**src/rtl/serial_pkg.sv**
```systemverilog
// Shared types and elaboration helpers for the serial add/subtract datapath.
// Purely declarative; no logic, no latency, no flow control.
package serial_pkg;

  typedef enum logic {IDLE, RUN} ser_state_t;

  // Bit n set means DIGIT=n is a supported digit size (besides DIGIT=WIDTH).
  localparam logic [8:0] LEGAL_DIGIT_MASK = 9'b1_0001_0110;

  function automatic int cnt_width(input int n);
    return $clog2(n + 1);
  endfunction

  function automatic bit digit_ok(input int width, input int digit);
    if (digit < 1 || width < 1 || (width % digit) != 0) return 1'b0;
    if (digit == width) return 1'b1;
    if (digit > 8) return 1'b0;
    return LEGAL_DIGIT_MASK[digit];
  endfunction

endpackage

```
**src/rtl/serial_digit_adder.sv**
```systemverilog
// Combinational DIGIT-bit adder slice with carry out and carry into its MSB.
// Zero latency; no flow control.
module serial_digit_adder #(
  parameter int DIGIT = 1
) (
  input  logic [DIGIT-1:0] a,
  input  logic [DIGIT-1:0] b,
  input  logic             cin,
  output logic [DIGIT-1:0] sum,
  output logic             cout,
  output logic             c_msb
);

  logic [DIGIT:0] total;

  assign total = {1'b0, a} + {1'b0, b} + {{DIGIT{1'b0}}, cin};
  assign sum   = total[DIGIT-1:0];
  assign cout  = total[DIGIT];
  // Recover the carry into the top bit from its own sum bit.
  assign c_msb = a[DIGIT-1] ^ b[DIGIT-1] ^ sum[DIGIT-1];

endmodule

```
**src/rtl/serial_addsub.sv**
```systemverilog
// Digit-serial A+B / A-B, LSB first; done pulses WIDTH/DIGIT cycles after start.
// start is ignored while busy; result/flags hold until the next accepted start.
module serial_addsub
  import serial_pkg::*;
#(
  parameter int WIDTH = 16,
  parameter int DIGIT = 1
) (
  input  logic             clk,
  input  logic             rst,
  input  logic             start,
  input  logic             sub,
  input  logic [WIDTH-1:0] data_a,
  input  logic [WIDTH-1:0] data_b,
  output logic             busy,
  output logic             done,
  output logic [WIDTH-1:0] result,
  output logic             carry_out,
  output logic             overflow
);

  localparam int N  = WIDTH / DIGIT;
  localparam int CW = cnt_width(N);
  localparam logic [CW-1:0] LAST = CW'(N - 1);

  if (!digit_ok(WIDTH, DIGIT)) begin : g_bad_cfg
    $error("serial_addsub: illegal WIDTH/DIGIT combination");
  end

  ser_state_t       state, state_nxt;
  logic [WIDTH-1:0] a_sr, b_sr, res_shift;
  logic [CW-1:0]    cnt;
  logic             carry;
  logic             load, step, last;
  logic [DIGIT-1:0] dsum;
  logic             dcout, dc_msb;

  serial_digit_adder #(.DIGIT(DIGIT)) u_digit_adder (
    .a     (a_sr[DIGIT-1:0]),
    .b     (b_sr[DIGIT-1:0]),
    .cin   (carry),
    .sum   (dsum),
    .cout  (dcout),
    .c_msb (dc_msb)
  );

  if (DIGIT == WIDTH) begin : g_res_full
    assign res_shift = dsum;
  end else begin : g_res_shift
    assign res_shift = {dsum, result[WIDTH-1:DIGIT]};
  end

  always_ff @(posedge clk or posedge rst) begin
    if (rst) state <= IDLE;
    else     state <= state_nxt;
  end

  always_comb begin
    state_nxt = state;
    load      = 1'b0;
    step      = 1'b0;
    last      = 1'b0;
    case (state)
      IDLE: begin
        if (start) begin
          state_nxt = RUN;
          load      = 1'b1;
        end
      end
      RUN: begin
        step = 1'b1;
        if (cnt == LAST) begin
          last      = 1'b1;
          state_nxt = IDLE;
        end
      end
      default: state_nxt = IDLE;
    endcase
  end

  assign busy = (state == RUN);

  always_ff @(posedge clk or posedge rst) begin
    if (rst) begin
      a_sr      <= '0;
      b_sr      <= '0;
      carry     <= 1'b0;
      cnt       <= '0;
      done      <= 1'b0;
      result    <= '0;
      carry_out <= 1'b0;
      overflow  <= 1'b0;
    end else begin
      done <= last;
      if (load) begin
        // Subtraction is A + ~B + 1: invert B here, seed the carry with 1.
        a_sr      <= data_a;
        b_sr      <= data_b ^ {WIDTH{sub}};
        carry     <= sub;
        cnt       <= '0;
        result    <= '0;
        carry_out <= 1'b0;
        overflow  <= 1'b0;
      end else if (step) begin
        carry  <= dcout;
        a_sr   <= a_sr >> DIGIT;
        b_sr   <= b_sr >> DIGIT;
        result <= res_shift;
        cnt    <= cnt + CW'(1);
        if (last) begin
          carry_out <= dcout;
          overflow  <= dcout ^ dc_msb;
        end
      end
    end
  end

endmodule

```
**config.mk**
```make
export PLATFORM = sky130hd
export DESIGN_NAME = serial_addsub
export DESIGN_NICKNAME = d
export VERILOG_FILES = /design/src/rtl/serial_pkg.sv /design/src/rtl/serial_digit_adder.sv /design/src/rtl/serial_addsub.sv
export SDC_FILE = /design/constraint.sdc
export NUM_CORES = 1
export LEC_CHECK = 0
export ABC_AREA = 0
export ABC_CLOCK_PERIOD_IN_PS = 2880
export BUFFER_PORTS_ARGS = -buffer_cell sky130_fd_sc_hd__buf_2
export CAP_MARGIN = 10
export CORE_MARGIN = 3
export CORE_UTILIZATION = 59
export CTS_CLUSTER_DIAMETER = 50
export DETAILED_ROUTE_END_ITERATION = 16
export GPL_ROUTABILITY_DRIVEN = 0
export PLACE_DENSITY = 0.89
export SYNTH_ARGS = -nofsm -noshare
export SYNTH_HDL_FRONTEND = slang
export SYNTH_SLANG_ARGS = --single-unit
export TNS_END_PERCENT = 1
```
**constraint.sdc**
```tcl
create_clock -name clk -period 2.88 [get_ports clk]
set_clock_uncertainty 0.1 [all_clocks]
set_input_delay 0.144 -clock clk [delete_from_list [all_inputs] [get_ports clk]]
set_output_delay 0.144 -clock clk [all_outputs]
set_load 0.05 [all_outputs]
```
; Yosys cells after proc, flatten, opt, wreduce, memory -nomap -nowiden
; Cells that the tools add are included.
[word_totals]
ff_bits = 58
inputBits = 36
out_inout_bits = 20
word_cells = 44
[op_classes]
n_addsub = 3
n_eq_ne = 1
n_mux = 23
bitwise_logic = 5
reduce_logical = 3
[ops]
columns = op, n
row1 = 16-bit 2-to-1 mux, 6
row2 = 16-bit bitwise XOR, 1
row3 = 1-bit 2-to-1 mux, 14
row4 = 5-bit 2-to-1 mux, 2
row5 = 5-bit by 1-bit adder with 5-bit output (second input constant), 1
row6 = 5-bit by 4-bit == test with 1-bit output (second input constant), 1
row7 = 2-bit nonzero test, 2
row8 = 1-bit bitwise XOR, 3
row9 = 1-bit by 1-bit adder with 2-bit output, 1
row10 = 2-bit by 1-bit adder with 2-bit output, 1
row11 = 1-bit one-hot mux with 2 select lines, 1
row12 = 2-bit AND reduction, 1
row13 = 1-bit inverter, 1

; Longest topological paths before layout
; Gate-level depths: netlist of the first run.
[logic_depth]
ltp_word = 7
mapped_depth = 6
mapped_depth_nobuf = 6

; By module
; A second synthesis of the first run with hierarchy kept.
[hier_totals]
hier_cells = 247
hier_area_um2 = 2746.4
[modules_own_cells]
columns = mod, instances, cells_each, area_per_inst_um2
row1 = serial_addsub, 1, 245, 2702.6
row2 = serial_digit_adder, 1, 2, 43.8

; Least setup slack after synthesis of the first run
; Ideal clock, no wire load.
[synth_path]
kind = register to register
start = reg b_sr[0]
end = reg overflow
setup_time_ns = 0.127
arrival_ns = 1.259
required_time_ns = 2.653
slack_ns = 1.394
stages_incl_launch_ff = 6
cell_sequence = dfrtp_1 -> inv_1 -> fa_1 -> xnor2_1 -> xnor2_1 -> o21ai_0
[synth_via]
elab_chain_len = 7
elab_cells_between_ends = 8
cone_classes = add/sub (2) / mux (3) / bitwise (3)
[synth_rtl]
columns = element, line
row1 = from (decl), serial_addsub.sv:31  ; logic [WIDTH-1:0] a_sr, b_sr, res_shift;
row2 = from (signal assigned), serial_addsub.sv:98  ; b_sr <= data_b ^ {WIDTH{sub}};
row3 = from (signal assigned), serial_addsub.sv:107  ; b_sr <= b_sr >> DIGIT;
row4 = 1-bit by 1-bit adder with 2-bit output, serial_digit_adder.sv:16  ; assign total = {1'b0, a} + {1'b0, b} + {{DIGIT{1'b0}}, cin};
row5 = 2-bit by 1-bit adder with 2-bit output, serial_digit_adder.sv:16
row6 = 1-bit bitwise XOR, serial_digit_adder.sv:20  ; assign c_msb = a[DIGIT-1] ^ b[DIGIT-1] ^ sum[DIGIT-1];
row7 = 1-bit bitwise XOR (*), serial_addsub.sv:112  ; overflow <= dcout ^ dc_msb;
row8 = 1-bit 2-to-1 mux (*), serial_addsub.sv:110  ; if (last) begin
row9 = 1-bit 2-to-1 mux (*), serial_addsub.sv:104  ; end else if (step) begin
row10 = 1-bit 2-to-1 mux (*), serial_addsub.sv:95  ; if (load) begin
row11 = to (signal assigned), serial_addsub.sv:112
row12 = to (decl), serial_addsub.sv:19  ; output logic overflow
; Every way passes the cells marked *; elsewhere a longest branch is shown, timed or not. The select of a mux whose other input is x is not followed.
; A chain may end at the register's enable or synchronous reset.

; Final worst setup path of the first run
[layout_path]
start = reg state, in the netlist busy
end = out busy
[layout_rtl]
columns = element, line
row1 = from (decl), serial_addsub.sv:30  ; ser_state_t state, state_nxt;
row2 = from (signal assigned), serial_addsub.sv:55  ; else state <= state_nxt;
row3 = to (decl), serial_addsub.sv:15  ; output logic busy,
; No word-level cell between the ends.

==> metrics.json, run 1 <==
{
  "grt_start_max_net_pins": 40,
  "synth.area.top_cells": "dfrtp_1 (52%), mux2i_1 (11%), o21ai_0 (8.0%)",
  "worst_setup_hold_path_clk_slew_ns": 0.06,
  "unrepaired_setup_endpoints_after_global_routing": "no",
  "yosysWarnings": 0,
  "globalRouteOverflowTotal": 0,
  "holdCritPathClass": "primary input to flip-flop",
  "timing.critical_path.arrival_ns": 1.78,
  "most_common_cell_after_layout_fill_and_taps_aside": "dfrtp_1",
  "final-hold-violation-count": 0,
  "drt.antenna.violating_nets": 0,
  "max-vdd-ir-drop_mv": 0.828,
  "routed_wire_length_per_instance_microns": 13.2,
  "synth.avg_cell_area_sq_um": 10.2,
  "tritoncts": "yes",
  "max_cap_viol_count": 0,
  "dieWidth_microns": 74.9,
  "cell_with_the_largest_stage_delay_on_the_worst_path": "dfrtp_2",
  "drive_gt1_share_pct": 22.7,
  "power_per_cell_area_nw_per_um2": 969,
  "placeableCoreArea_sq_um": 4470,
  "cts_made_buffers": 9,
  "max_slew_margin_pct": 62.8,
  "worstPathRequired_ns": 2.64,
  "routed_wirelength_microns": 5120,
  "run_status": "complete, no violations",
  "cts_repair_resize_count": 0,
  "area_share_of_the_leading_cell_type_in_the_synthesized_netlist_pct": 51.8,
  "grt_util_all_layers_pct": 20.4,
  "max_freq_ghz": 0.494,
  "synth.cell_area_sq_um": 2800,
  "net_count_synth": 313,
  "fin_setup_tns_ns": 0,
  "initial_utilization_pct": 62.6,
  "finalMaxSlewViolations": 0,
  "cp-end-kind": "output port",
  "initial_antenna_violation_count": 0,
  "die_area_sq_um": 5610,
  "seq_cells_post_synth": 58,
  "clock-root-buffer": "clkbuf_8",
  "place.port_buffers": 55,
  "areaGrowthSynthToFinish_pct": 15.9,
  "power_leakage_uw": 0.00165,
  "dp_hpwl_microns": 3490,
  "drc": 0,
  "std_cell_rows": 24,
  "ws_path_type": "flip-flop to output port",
  "antenna_cells_inserted": 0,
  "worst-path-max-fanout": 39,
  "setup_viol_count_final": 0,
  "grt_first_pass_wirelength_microns": 8630,
  "slowest_delay_ns": 0.72,
  "yosysSeqAreaShare_pct": 51.8,
  "timing_worst_slew_pin_value_ns": 0.557,
  "layout_common_cells": "dfrtp_1 (57), buf_2 (55), nand2_1 (52)",
  "first_global_vias": 1974,
  "synth.largest_area_cell": "dfrtp_1",
  "synth_cell_types": 25,
  "netlist_instances": 274,
  "ios": 56,
  "post_drt_via_cell_ratio": 5.24,
  "placed_cells_incl_taps": 367,
  "clockBufferDepth": 2,
  "fin_crit_ns": 2.02,
  "numClockSinks": 58,
  "detail_route.first_pass.iterations": 4,
  "critical_path_cell_by_cell": "buf_4 > buf_2",
  "layout.nets": 369,
  "h_tree_depth": 3,
  "layoutNonFillerInstCount": 387,
  "drt-initial-drc-count": 118,
  "startpoint_type": "flip-flop",
  "clk_latency_worst_skew_pair_ns": 0.34,
  "vias": 2026,
  "die-height_microns": 74.9,
  "timing.final.crit_share_pct": 70.3
}
metrics by stage:
stage | hold slack (ns) | worst slack [ns] | util (%) | power, uW | area, sq um
3_3_place_gp | 0.122 | 1.24 | 68.0 | 2480 | 3040
3_5_place_dp | 0.132 | 1.21 | 68.0 | 2530 | 3040
2_1_floorplan | 0.200 | 1.21 | - | 2260 | 2800
5_1_grt | 0.0243 | 0.717 | 72.6 | 3370 | 3250
6_report | 0.00395 | 0.856 | 72.6 | 3150 | 3250
4_1_cts | 0.00328 | 0.867 | 72.6 | 3180 | 3250
flip-flops by register name, summed over array words and instances (netlist names):
name / count
a_sr: 16
b_sr: 16
result: 16
cnt: 5
busy: 1
carry: 1
carry_out: 1
done: 1
overflow: 1
critical path: cells and delay by family, from the launching register on:
family	cells	cell delay, ns
buf+inv	2	0.71
flops	1	0.72
power by group:
group | leakage, uW | internal, uW | switching, uW
Sequential | 0.000767 | 1120 | 227
Combinational | 0.000792 | 378 | 788
Clock | 0.0000872 | 332 | 304
Yosys cell counts:
cell type and instances:
a21oi_1 1, buf_2 4, o21ai_1 8, nand3_1 2
fa_1 1, nor2_1 4, nor2b_1 1, o211a_1 1
buf_4 4, a22o_1 1, xor2_1 16, nand3b_1 1
nand2b_1 16, and3_1 1, inv_1 8, buf_12 1
clkbuf_1 6, nand2_1 52, a211oi_2 1, buf_6 4
o21ai_0 45, mux2i_1 32, xnor2_1 4, dfrtp_1 58
ha_1 2
what timing repair did:
action,in CTS,in global routing
endpoints found under the hold margin,29,0
hold buffers,4,0
setup buffers,0,0
metal layers:
metal / wire, microns / global-route usage [%] / up-vias
met3: 288 / 6.54 / 6
li1: - / - / 1019
met2: 2350 / 31.1 / 45
met4: 50 / 8.89 / 0
met1: 2430 / 27.0 / 956
met5: 0 / 0 / -
worst paths after layout:
check | from | end | slack, ns | cells after the start
max in group asynchronous | rst | result[6] | 1.56 | 4
hold / removal | data_a[8] | a_sr[8] | 0.004 | 3
setup reg to reg | busy | carry | 1.19 | 4
hold reg to reg | a_sr[11] | a_sr[10] | 0.38 | 2
setup / recovery | busy | busy | 0.86 | 2
min in group asynchronous | rst | a_sr[7] | 0.31 | 3
final cells by class:
type	count	area [sq um]
Timing Repair Buffer	64	353
Sequential cell	58	1450
Multi-Input combinational cell	189	1180
Clock buffer	13	149
Fill cell	353	1230
Clock inverter	3	15.0
Inverter	8	30.0
Tap cell	52	65.1
cells by family (layout without fill, tap and decap cells):
group	Yosys count	after routing	share of synthesized area, %
mux	32	32	11.4
flops	58	58	51.8
compound gates	57	57	10.8
buf+inv	27	88	5.98
fa+ha+maj	3	3	1.61
simple gates	77	77	12.1
xor+xnor	20	20	6.25
(Power assumes the default switching activity.)
==> run 2, diff against run 1 <==
Settings changed: ABC_AREA 0 to 1, ABC_CLOCK_PERIOD_IN_PS 2880 to 1850, CORE_UTILIZATION 59 to 48, PLACE_DENSITY 0.89 to 0.79.
Clock period 2.88 ns to 1.85 ns, I/O delays scaled along.
==> metrics.json, run 2 <==
{
  "run_status": "complete, no violations",
  "top_layer": "met4",
  "asyncSetResetFlopFracSynth": {"value": 100, "unit": "%", "change": "unchanged"},
  "grt_util_all_layers": {"value": 20.3, "unit": "%", "change": "-0.14 points"},
  "synth.top_cells.by_count": "dfrtp_1 (58), nand2_1 (39), inv_1 (37)",
  "dieWidth": {"value": 79.1, "unit": "microns", "change": "+5.6%"},
  "yosys_most_used_dff": "dfrtp_1",
  "finalMaxSlewViolations": {"value": 0, "change": "unchanged"},
  "cts_made_buffers": {"value": 9, "change": "unchanged"},
  "max_freq_ghz": 0.576,
  "p_total": {"value": 5460, "unit": "uW", "change": "+73%"},
  "final-hold-violation-count": {"value": 0, "change": "unchanged"},
  "largestRegisters": "a_sr x16, b_sr x16, result x16",
  "drc": {"value": 0, "change": "unchanged"},
  "placeableCoreArea": {"value": 4940, "unit": "sq um", "change": "+10%"},
  "net_count_synth": {"value": 291, "change": "-7.0%"},
  "drive_gt1_share": {"value": 23.6, "unit": "%", "change": "+0.94 points"},
  "drt-initial-drc-count": {"value": 131, "change": "+11%"},
  "area_share_of_the_leading_cell_type_in_the_synthesized_netlist": {"value": 56.5, "unit": "%", "change": "+4.7 points"},
  "startpoint_type": "flip-flop",
  "holdCritPathClass": "primary input to flip-flop",
  "areaGrowthSynthToFinish_pct": 34.1,
  "synth.area.top_cells": "dfrtp_1 (57%), nand2_1 (5.7%), xnor2_1 (5.5%)",
  "grt_first_pass_wirelength": {"value": 9690, "unit": "microns", "change": "+12%"},
  "nFillCells": {"value": 393, "change": "+11%"},
  "worst_setup_hold_path_clk_slew": {"value": 0.06, "unit": "ns", "change": "about the same"},
  "layout.nets": {"value": 381, "change": "+3.3%"},
  "place.port_buffers": {"value": 55, "change": "unchanged"},
  "h_tree_depth": {"value": 3, "change": "unchanged"},
  "timing.critical_path.arrival": {"value": 1.54, "unit": "ns", "change": "-0.24 ns"},
  "detail_route.wirelength.met1": {"value": 2420, "unit": "microns", "change": "-0.21%"},
  "initial_antenna_violation_count": {"value": 0, "change": "unchanged"},
  "routed_wire_length_per_instance": {"value": 13.8, "unit": "microns", "change": "+4.5%"},
  "tritoncts": "yes",
  "numClockSinks": {"value": 58, "change": "unchanged"},
  "routed_wirelength": {"value": 5730, "unit": "microns", "change": "+12%"},
  "netlist_instances": {"value": 252, "change": "-8.0%"},
  "die-height": {"value": 79.1, "unit": "microns", "change": "+5.6%"},
  "yosysWarnings": {"value": 0, "change": "unchanged"},
  "clockBufferDepth": {"value": 2, "change": "unchanged"},
  "power_per_cell_area": {"value": 1590, "unit": "nW/um^2", "change": "+64%"},
  "post_drt_via_cell_ratio": {"value": 5.17, "change": "-1.2%"},
  "synth_cell_types": {"value": 26, "change": "+4.0%"},
  "synth.avg_cell_area": {"value": 10.2, "unit": "sq um", "change": "-0.35%"},
  "cts_repair_resize_count": {"value": 0, "change": "unchanged"},
  "placed_cells_incl_taps": {"value": 365, "change": "-0.54%"},
  "timing.final.crit_share_pct": 93.9,
  "ws_path_type": "flip-flop to output port",
  "critical_path_cell_by_cell": "buf_4 > buf_2",
  "worst-path-max-fanout": {"value": 21, "change": "-46%"},
  "globalRouteOverflowTotal": {"value": 0, "change": "unchanged"},
  "unrepaired_setup_endpoints_after_global_routing": "no",
  "vias": {"value": 2142, "change": "+5.7%"},
  "ios": {"value": 56, "change": "unchanged"},
  "timing_worst_slew_pin_value": {"value": 0.465, "unit": "ns", "change": "-0.0926 ns"},
  "met2_wl_post_dr": {"value": 2830, "unit": "microns", "change": "+20%"},
  "slowest_delay": {"value": 0.58, "unit": "ns", "change": "-0.14 ns"},
  "met3_wirelength": {"value": 313, "unit": "microns", "change": "+8.7%"},
  "die_area": {"value": 6260, "unit": "sq um", "change": "+12%"},
  "first_global_vias": {"value": 2062, "change": "+4.5%"},
  "max_slew_margin": {"value": 69.0, "unit": "%", "change": "+6.2 points"},
  "cell_with_the_largest_stage_delay_on_the_worst_path": "dfrtp_1",
  "synth.cell_area": {"value": 2570, "unit": "sq um", "change": "-8.4%"},
  "fin_setup_tns": {"value": 0, "unit": "ns", "change": "unchanged"},
  "seq_cells_post_synth": {"value": 58, "change": "unchanged"},
  "footprint_of_the_multi_input_gates": {"value": 873, "unit": "sq um", "change": "-26%"},
  "max_cap_viol_count": {"value": 0, "change": "unchanged"},
  "setup_viol_count_final": {"value": 0, "change": "unchanged"},
  "cp-end-kind": "output port",
  "power_leakage": {"value": 0.00166, "unit": "uW", "change": "+0.85%"},
  "most_common_cell_after_layout_fill_and_taps_aside": "dfrtp_1",
  "synth.most_common_cell": "dfrtp_1",
  "std_cell_rows": {"value": 25, "change": "+4.2%"},
  "clock-root-buffer": "clkbuf_8",
  "antenna_cells_inserted": {"value": 0, "change": "unchanged"},
  "max-vdd-ir-drop": {"value": 0.842, "unit": "mV", "change": "+1.7%"},
  "seq_area": {"value": 1450, "unit": "sq um", "change": "about the same"},
  "dp_hpwl": {"value": 3490, "unit": "microns", "change": "+0.13%"},
  "grt_start_max_net_pins": {"value": 35, "change": "-13%"},
  "clk_latency_worst_skew_pair": {"value": 0.34, "unit": "ns", "change": "about the same"},
  "drt.antenna.violating_nets": {"value": 0, "change": "unchanged"},
  "layout_common_cells": "dfrtp_1 (58), buf_2 (55), nand2_1 (39)",
  "worstPathRequired": {"value": 1.66, "unit": "ns", "change": "-0.98 ns"},
  "initial_utilization": {"value": 51.9, "unit": "%", "change": "-11 points"},
  "yosysSeqAreaShare": {"value": 56.5, "unit": "%", "change": "+4.7 points"},
  "layoutNonFillerInstCount": {"value": 414, "change": "+7.0%"},
  "synth.largest_area_cell": "dfrtp_1",
  "synth_edf_count": {"value": 0, "change": "unchanged"},
  "detail_route.first_pass.iterations": {"value": 4, "change": "unchanged"},
  "fin_crit_ns": 1.74
}
-- run 2: changes by cell type in the layout (fill, tap and decap cells not counted), sizes merged, moves of 15 or more --
cell | previous run | this run
a22oi | 0 | 15
dlygate4sd3 | 4 | 33
inv | 8 | 40
mux2i | 32 | 0
nand2b | 16 | 0
o21ai | 53 | 21
o22ai | 0 | 16
xor2 | 16 | 0
-- run 2: routing by layer --
metal / global-route usage [%] / up-vias
met2: 31.8 / 70
met4: 10.8 / 0
met5: 0 / -
met1: 26.0 / 1024
li1: - / 1034
met3: 4.88 / 14
-- run 2: final timing paths --
path                       startpoint        end  slack (ns)  cells after the start
min                             start    a_sr[6]        0.03                      4
min in group asynchronous         rst  result[5]        0.25                      4
max in group asynchronous         rst       busy        1.03                      4
max                              busy       busy        0.11                      2
max reg2reg                   a_sr[0]   overflow        0.23                      8
min reg2reg                    cnt[3]     cnt[3]        0.40                      1
-- run 2: report_power, final --
group	internal, uW	total (uW)	switching (uW)
clock network	785	1280	493
registers	1740	2000	258
logic	730	2180	1450
total	3260	5460	2200
-- run 2: what timing repair did --
action	in CTS	in global routing
endpoints found under the hold margin	90	0
hold buffers	33	0
buffers inserted	0	0
-- run 2: layout make-up --
class / count / share of cell area [%]
clock buffers: 10 / 4.00
well taps: 67 / 2.44
clock inverters: 6 / 2.33
flip-flops and latches: 58 / 42.2
multi-input cells: 139 / 25.4
inverters: 40 / 4.43
repair buffers: 94 / 19.3
-- run 2: cell families (layout without fill, tap and decap cells) --
| group | after synthesis | after routing | synth area share (%) |
|---|---|---|---|
| compound gates | 70 | 70 | 18.3 |
| buf+inv | 55 | 150 | 9.45 |
| xor+xnor | 16 | 16 | 5.46 |
| flops | 58 | 58 | 56.5 |
| fa+ha+maj | 3 | 3 | 1.75 |
| simple gates | 50 | 50 | 8.53 |
-- run 2: worst max-delay path, delay by kind of cell (launching register included) --
family	cells	cell delay, ns
buffers and inverters	2	0.63
DFF	1	0.58
-- run 2: through the flow --
stage / setup WS [ns] / hold slack, ns / util, % / cell area [sq um]
after floorplan: 0.230 / 0.119 / - / 2570
after global placement: 0.324 / 0.0599 / 58.6 / 2890
after detailed placement: 0.256 / 0.0572 / 58.6 / 2890
after CTS: 0.108 / 0.0308 / 69.6 / 3440
after global routing: 0.0655 / 0.0483 / 69.6 / 3440
final: 0.113 / 0.0311 / 69.6 / 3440
